<file path="src/rtl/rr_encoder4_2.sv">
// Registered 4:2 request encoder with sticky pending bits, round-robin or fixed
// priority selection, and a valid/ready handshake on the encoded index.
module rr_encoder4_2 #(
   parameter bit  RR_EN = 1'b1,
   parameter real DELAY = 0.05
) (
   input  logic       clk,
   input  logic       reset,
   input  logic [3:0] req,
   input  logic       ready,
   output logic       valid,
   output logic [1:0] idx,
   output logic [3:0] gnt,
   output logic [3:0] pending
);

   // DELAY only matters to the gate-level datapath models; here it is just range-checked.
   if (DELAY < 0.0) begin : g_bad_delay
      $error("rr_encoder4_2: DELAY must be non-negative");
   end

   typedef enum logic [0:0] {StIdle, StHold} state_e;

   state_e     state_q, state_d;
   logic [1:0] idx_q, idx_d;
   logic [1:0] ptr_q, ptr_d;
   logic [3:0] pending_q, pending_d;

   logic       xfer;
   logic [3:0] clr;
   logic [3:0] avail;
   logic [1:0] base_idle;
   logic [1:0] base_hold;

   // First set bit of mask, searching p, p+1, ... modulo 4.
   function automatic logic [1:0] sel(input logic [3:0] mask, input logic [1:0] p);
      logic [1:0] j;
      sel = p;
      for (int k = 3; k >= 0; k--) begin
         j = p + 2'(k);
         if (mask[j]) sel = j;
      end
   endfunction

   assign valid   = (state_q == StHold);
   assign idx     = idx_q;
   assign pending = pending_q;

   always_comb begin
      xfer      = valid & ready;
      clr       = xfer ? (4'b0001 << idx_q) : 4'b0000;
      avail     = pending_q & ~clr;
      // Set wins over clear: a request landing on its own grant cycle stays pending.
      pending_d = avail | req;
      base_idle = RR_EN ? ptr_q : 2'd0;
      base_hold = RR_EN ? (idx_q + 2'd1) : 2'd0;

      state_d = state_q;
      idx_d   = idx_q;
      ptr_d   = ptr_q;

      unique case (state_q)
         StIdle: begin
            if (pending_q != 4'b0000) begin
               state_d = StHold;
               idx_d   = sel(pending_q, base_idle);
            end
         end
         StHold: begin
            if (ready) begin
               if (RR_EN) ptr_d = idx_q + 2'd1;
               if (avail != 4'b0000) begin
                  idx_d = sel(avail, base_hold);
               end else begin
                  state_d = StIdle;
               end
            end
         end
         default: state_d = StIdle;
      endcase
   end

   always_comb begin
      gnt = 4'b0000;
      if (valid) gnt = 4'b0001 << idx_q;
   end

   always_ff @(posedge clk) begin
      if (reset) begin
         state_q   <= StIdle;
         idx_q     <= 2'd0;
         ptr_q     <= 2'd0;
         pending_q <= 4'b0000;
      end else begin
         state_q   <= state_d;
         idx_q     <= idx_d;
         ptr_q     <= ptr_d;
         pending_q <= pending_d;
      end
   end

endmodule
</file>
<file path="config.mk">
export PLATFORM = sky130hd
export DESIGN_NAME = rr_encoder4_2
export DESIGN_NICKNAME = d
export VERILOG_FILES = /design/src/rtl/rr_encoder4_2.sv
export SDC_FILE = /design/constraint.sdc
export NUM_CORES = 1
export LEC_CHECK = 0
export ABC_AREA = 0
export CAP_MARGIN = 20
export CORE_UTILIZATION = 49
export CTS_BUF_LIST = sky130_fd_sc_hd__clkbuf_8 sky130_fd_sc_hd__clkbuf_16
export DETAILED_ROUTE_END_ITERATION = 7
export PLACE_DENSITY_LB_ADDON = 0.12
export SLEW_MARGIN = 20
export SYNTH_ARGS = -nofsm -noshare
export SYNTH_HDL_FRONTEND = slang
export SYNTH_SLANG_ARGS = --single-unit
</file>
<file path="constraint.sdc">
create_clock -name clk -period 3.8 [get_ports clk]
set_input_delay 0.38 -clock clk [delete_from_list [all_inputs] [get_ports clk]]
set_output_delay 0.38 -clock clk [all_outputs]
set_load 0.05 [all_outputs]
</file>
### Word-level counts from Yosys, hierarchy flattened

Index checks and enable logic that the tools add are counted.

| storage, ports and cells | value |
|---|---|
| register bits after elaboration | 9 |
| output and inout port bits | 11 |
| word-level logic and storage cells | 66 |

| operators by class | value |
|---|---|
| add/subtract/negate cells | 7 |
| $lt $le $gt $ge | 8 |
| equality and inequality tests | 3 |
| shift operators | 1 |
| muxes and demuxes | 34 |
| bitwise operators | 5 |
| reductions and logical operators | 4 |

Operators by type and width:

| kind | count |
|---|---|
| less-than comparator 2 x 3 -> 1 bit (second input constant) | 8 |
| 2-to-1 mux 2 bit | 11 |
| binary-select mux 1 bit (select 2 bit) | 8 |
| 2-to-1 mux 1 bit | 11 |
| adder 2 bit (second input constant) | 4 |
| 2-to-1 mux 4 bit | 2 |
| nonzero test 4 bit | 2 |
| adder 2 x 1 -> 2 bit (second input constant) | 3 |
| bitwise AND 4 bit | 1 |
| inequality test 2 bit (second input constant) | 2 |
| inverter 4 bit | 1 |
| OR 4 bit | 1 |
| one-hot mux 2 bit (2 select lines) | 1 |
| left shift 1 x 2 -> 4 bit (first input constant) | 1 |
| AND reduction 3 bit | 1 |
| inequality test 2 x 1 -> 1 bit (second input constant) | 1 |
| one-hot mux 1 bit (2 select lines) | 1 |
| AND reduction 2 bit | 1 |
| bitwise AND 1 bit | 1 |
| inverter 1 bit | 1 |

### Depth between registers and ports, before layout

| logic depth | value |
|---|---|
| depth in word-level cells | 13 |
| mapped depth | 8 |

### Worst setup path after synthesis

Ideal clock, no wire load.

| path | value |
|---|---|
| path type | register -> register |
| from | register idx_q[0] (netlist: idx[0]) |
| to | register idx_q[1] (netlist: idx[1]) |
| library setup time | 0.116 ns |
| arrival | 2.093 ns |
| setup slack | 1.591 ns |
| stages on the path, launching flop included | 8 |
| path buffers | 1 |
| period minus slack after synthesis | 2.209 ns |
| cell sequence | dfxtp_1 clkbuf_1 inv_1 ha_1 nand2b_1 a311oi_1 a2111oi_0 a31o_1 |

| between the ends | value |
|---|---|
| elaborated cells on any way between the ends | 26 |

RTL lines:

| what | line | text |
|---|---|---|
| start: declaration | 25 | `logic [1:0] idx_q, idx_d;` |
| start signal: assignment | 96 | `idx_q <= idx_d;` |
| adder 2 x 1 -> 2 bit (*) | 56 | `base_hold = RR_EN ? (idx_q + 2'd1) : 2'd0;` |
| net base_hold[0] | 33 | `logic [1:0] base_hold;` |
| adder 2 bit | 40 | `j = p + 2'(k);` |
| binary-select mux 1 bit (select 2 bit) | 41 | `if (mask[j]) sel = j;` |
| 2-to-1 mux 1 bit (not written as such) | 41 |  |
| 2-to-1 mux 2 bit (3 in series) | 41 |  |
| 2-to-1 mux 2 bit (*) | 41 |  |
| 2-to-1 mux 2 bit (*) | 72 | `if (avail != 4'b0000) begin` |
| 2-to-1 mux 2 bit (*) | 70 | `if (ready) begin` |
| one-hot mux 2 bit (2 select lines) (*) | 62 | `unique case (state_q)` |

Mark *: on every way through the listed nets, which the timed path passes. The rest lies on a longest branch. The select of a mux whose other input is x is not followed.
A chain may end at the register's enable or synchronous reset.

### Worst setup path in the final report

| path | value |
|---|---|
| from | register idx_q[0] (netlist: idx[0]) |
| to | output gnt[0] |

| between the ends | value |
|---|---|
| longest elaborated chain between the ends | 2 |

Ends and longest elaborated chain:

| what | line | text |
|---|---|---|
| left shift 1 x 2 -> 4 bit | 85 | `if (valid) gnt = 4'b0001 << idx_q;` |
| 2-to-1 mux 4 bit | 85 |  |
| end: declaration | 13 | `output logic [3:0] gnt,` |

No other way between the ends.

==> flow_summary.yaml <==
status:
  status: "complete, no violations"
run:
  maxCapViolCount: 0
sta:
  hold_violations: 0
  hold_slack_ns: 0.561
  finalClockSkew_ns: 0.000247
  tns_ns: 0
  relSlewSlack_pct: 54.7
  finalSetupViolations: 0
  min_period_ns: 2.49
  finalCritPeriodShare_pct: 65.6
  fmax_ghz: 0.401
  final.setup.worst_slack_ns: 1.31
  slew_viol_final: 0
  worst_pin_slew_ns: 0.678
  rsz0062_at_grt: "false"
pwr:
  ir_drop_v: 0.000279
  p_leak_nw: 0.362
  p_comb_share_pct: 41.9
  power.total_mw: 0.418
  clkPwrFrac_pct: 26.5
  sw_frac_of_total_pct: 41.2
  power_switching_mw: 0.172
  power_frac_seq_pct: 31.6
  powerDensity_nw_per_um2: 439
  p_int_mw: 0.246
global_route:
  antenna_found_initial: 0
  grt_use_total_pct: 24.7
  grt.overflow.total: 0
  grt_pass1_vias: 735
  grt_pass1_wl_um: 3360
  grt_max_degree: 21
worst_setup_path:
  rr_endpoint: "idx[0]"
  required_ns: 3.42
  rr_startpoint: "idx[0]"
  arrival_ns: 2.11
  crit_type: "reg2out"
  worstPathMaxFanout: 12
  cp-start-kind: "flip-flop"
  end_kind: "output pin"
  ff2ff_setup_slack_ns: 1.79
  reg2regPathDepth: 6
logic_synthesis:
  ys_seq_area_share_pct: 22.8
  synth-warning-count: 0
  syn_area_per_cell_um2: 7.82
  ys_seq_elements: 9
  synth_edf_count: 0
  synth_flop_cell: "dfxtp_1"
  ys_types: 37
  netlist_area_um2: 790
  synthArstFlopShare_pct: 0
  syn-instance-count: 101
  syn-num-nets: 112
hold_path:
  whs_path_depth: 2
  hp-start: "base_idle[0]"
  holdPathEnd: "base_idle[0]"
  min_path_type: "reg2reg"
clocking:
  path_clk_slew_ns: 0.04
  htree_levels: 1
  numCtsBuffers: 3
  clock_latency_ns: 0.24
  cts_tree: "built"
  cts_resized: 0
  cts_max_path_buffers: 2
  cts_hold_buf: 0
  post_cts_buffers: 0
  cts.sinks: 9
  clockRootBuffer: "clkbuf_8"
floorplan:
  coreArea_um2: 1510
  start_util_pct: 52.4
  io_pins: 18
  std_cell_rows: 14
  die_area_um2: 1780
  die_y_um: 42.1
  die_w_um: 42.1
cells_and_area:
  nFillCells: 135
  mostFrequentLayoutCell: "clkdlybuf4s50_1"
  num_antenna_cells: 0
  drive_above_1_share_pct: 7.14
  stdcell_count: 128
  fin_area_um2: 952
  post-route-util_pct: 63.2
  area_growth_pct: 20.6
  final_cell_mix: "clkdlybuf4s50_1 (17), nor2_1 (14), dfxtp_1 (9), nand3_1 (7)"
  num-nets-final: 124
drt:
  drtIter0Drc: 43
  viasPerCell: 6.34
  ant_nets: 0
  drc: 0
  wire_per_inst_um: 16.1
  vias: 812
  wirelength_um: 2060
  first_pass_iters: 4
placement:
  gp_congestion: 1.01
  dpl_cell_area_um2: 907
  post-place-ws_ns: 1.56
  dp_hpwl_um: 1420
  port_buffers: 17
  dp.cells: 124
[Yosys cell counts, drive strengths merged (4+ instances only)]
cell type / count / area share (%)
nor2: 14 / 6.7
dfxtp: 9 / 23
buf: 7 / 7.8
nand3: 7 / 4.4
a21oi: 6 / 3.8
nand2: 6 / 2.9
and2: 5 / 4.3
inv: 5 / 2.4
ha: 4 / 6.3
[logic make-up (layout without fill, tap and decap cells)]
kind of cell	after synthesis	after routing	share of synthesized area, %
and+or+nand+nor	44	44	28.7
AOI/OAI and AO/OA	27	27	28.1
buffers and inverters	15	26	11.6
DFF	9	9	22.8
adders and majority gates	4	4	6.34
muxes	2	2	2.54
[power by group through the flow]
stage | clock network [mW] | logic, mW | registers [mW]
finish | 0.111 | 0.175 | 0.132
global route | 0.118 | 0.187 | 0.134
CTS | 0.112 | 0.174 | 0.131
detailed placement | 0 | 0.173 | 0.132
global placement | 0 | 0.174 | 0.133
floorplan | 0 | 0.121 | 0.141
[cell type report]
class	instances	area, µm²	share of cell area (%)
inverters	5	18.8	1.97
clock inverters	1	3.75	0.394
clock buffers	3	41.3	4.34
well taps	16	20.0	2.10
multi-input cells	77	518	54.4
repair buffers	17	170	17.9
flip-flops and latches	9	180	18.9
[critical path, cell delays in order, from the launching register on]
cell,delay [ns]
dfxtp_1,0.57
inv_1,0.15
ha_1,0.28
and2_1,0.18
clkdlybuf4s50_1,0.70
[routing by layer]
layer | up-vias | wire length [µm] | GRT usage (%)
met2 | 51 | 967 | 37.8
met1 | 369 | 874 | 32.7
li1 | 390 | - | -
met3 | 2 | 210 | 9.05
met4 | 0 | 8 | 6.88
met5 | - | 0 | 0
[flip-flops by register name, indices dropped and copies added (netlist names)]
signal and cells:
valid 1, base_idle 2, idx 2, pending 4
[worst max path at each step]
| stage | slack [ns] | from | cells after the start | endpoint |
|---|---|---|---|---|
| after floorplan | 1.59 | idx[0] | 7 | idx[1] |
| after global placement | 1.57 | idx[0] | 4 | gnt[0] |
| after detailed placement | 1.56 | idx[0] | 4 | gnt[0] |
| after CTS | 1.31 | idx[0] | 4 | gnt[0] |
| after global routing | 1.19 | idx[0] | 4 | gnt[0] |
| final | 1.31 | idx[0] | 4 | gnt[0] |
Power figures use the tool's default switching activity.
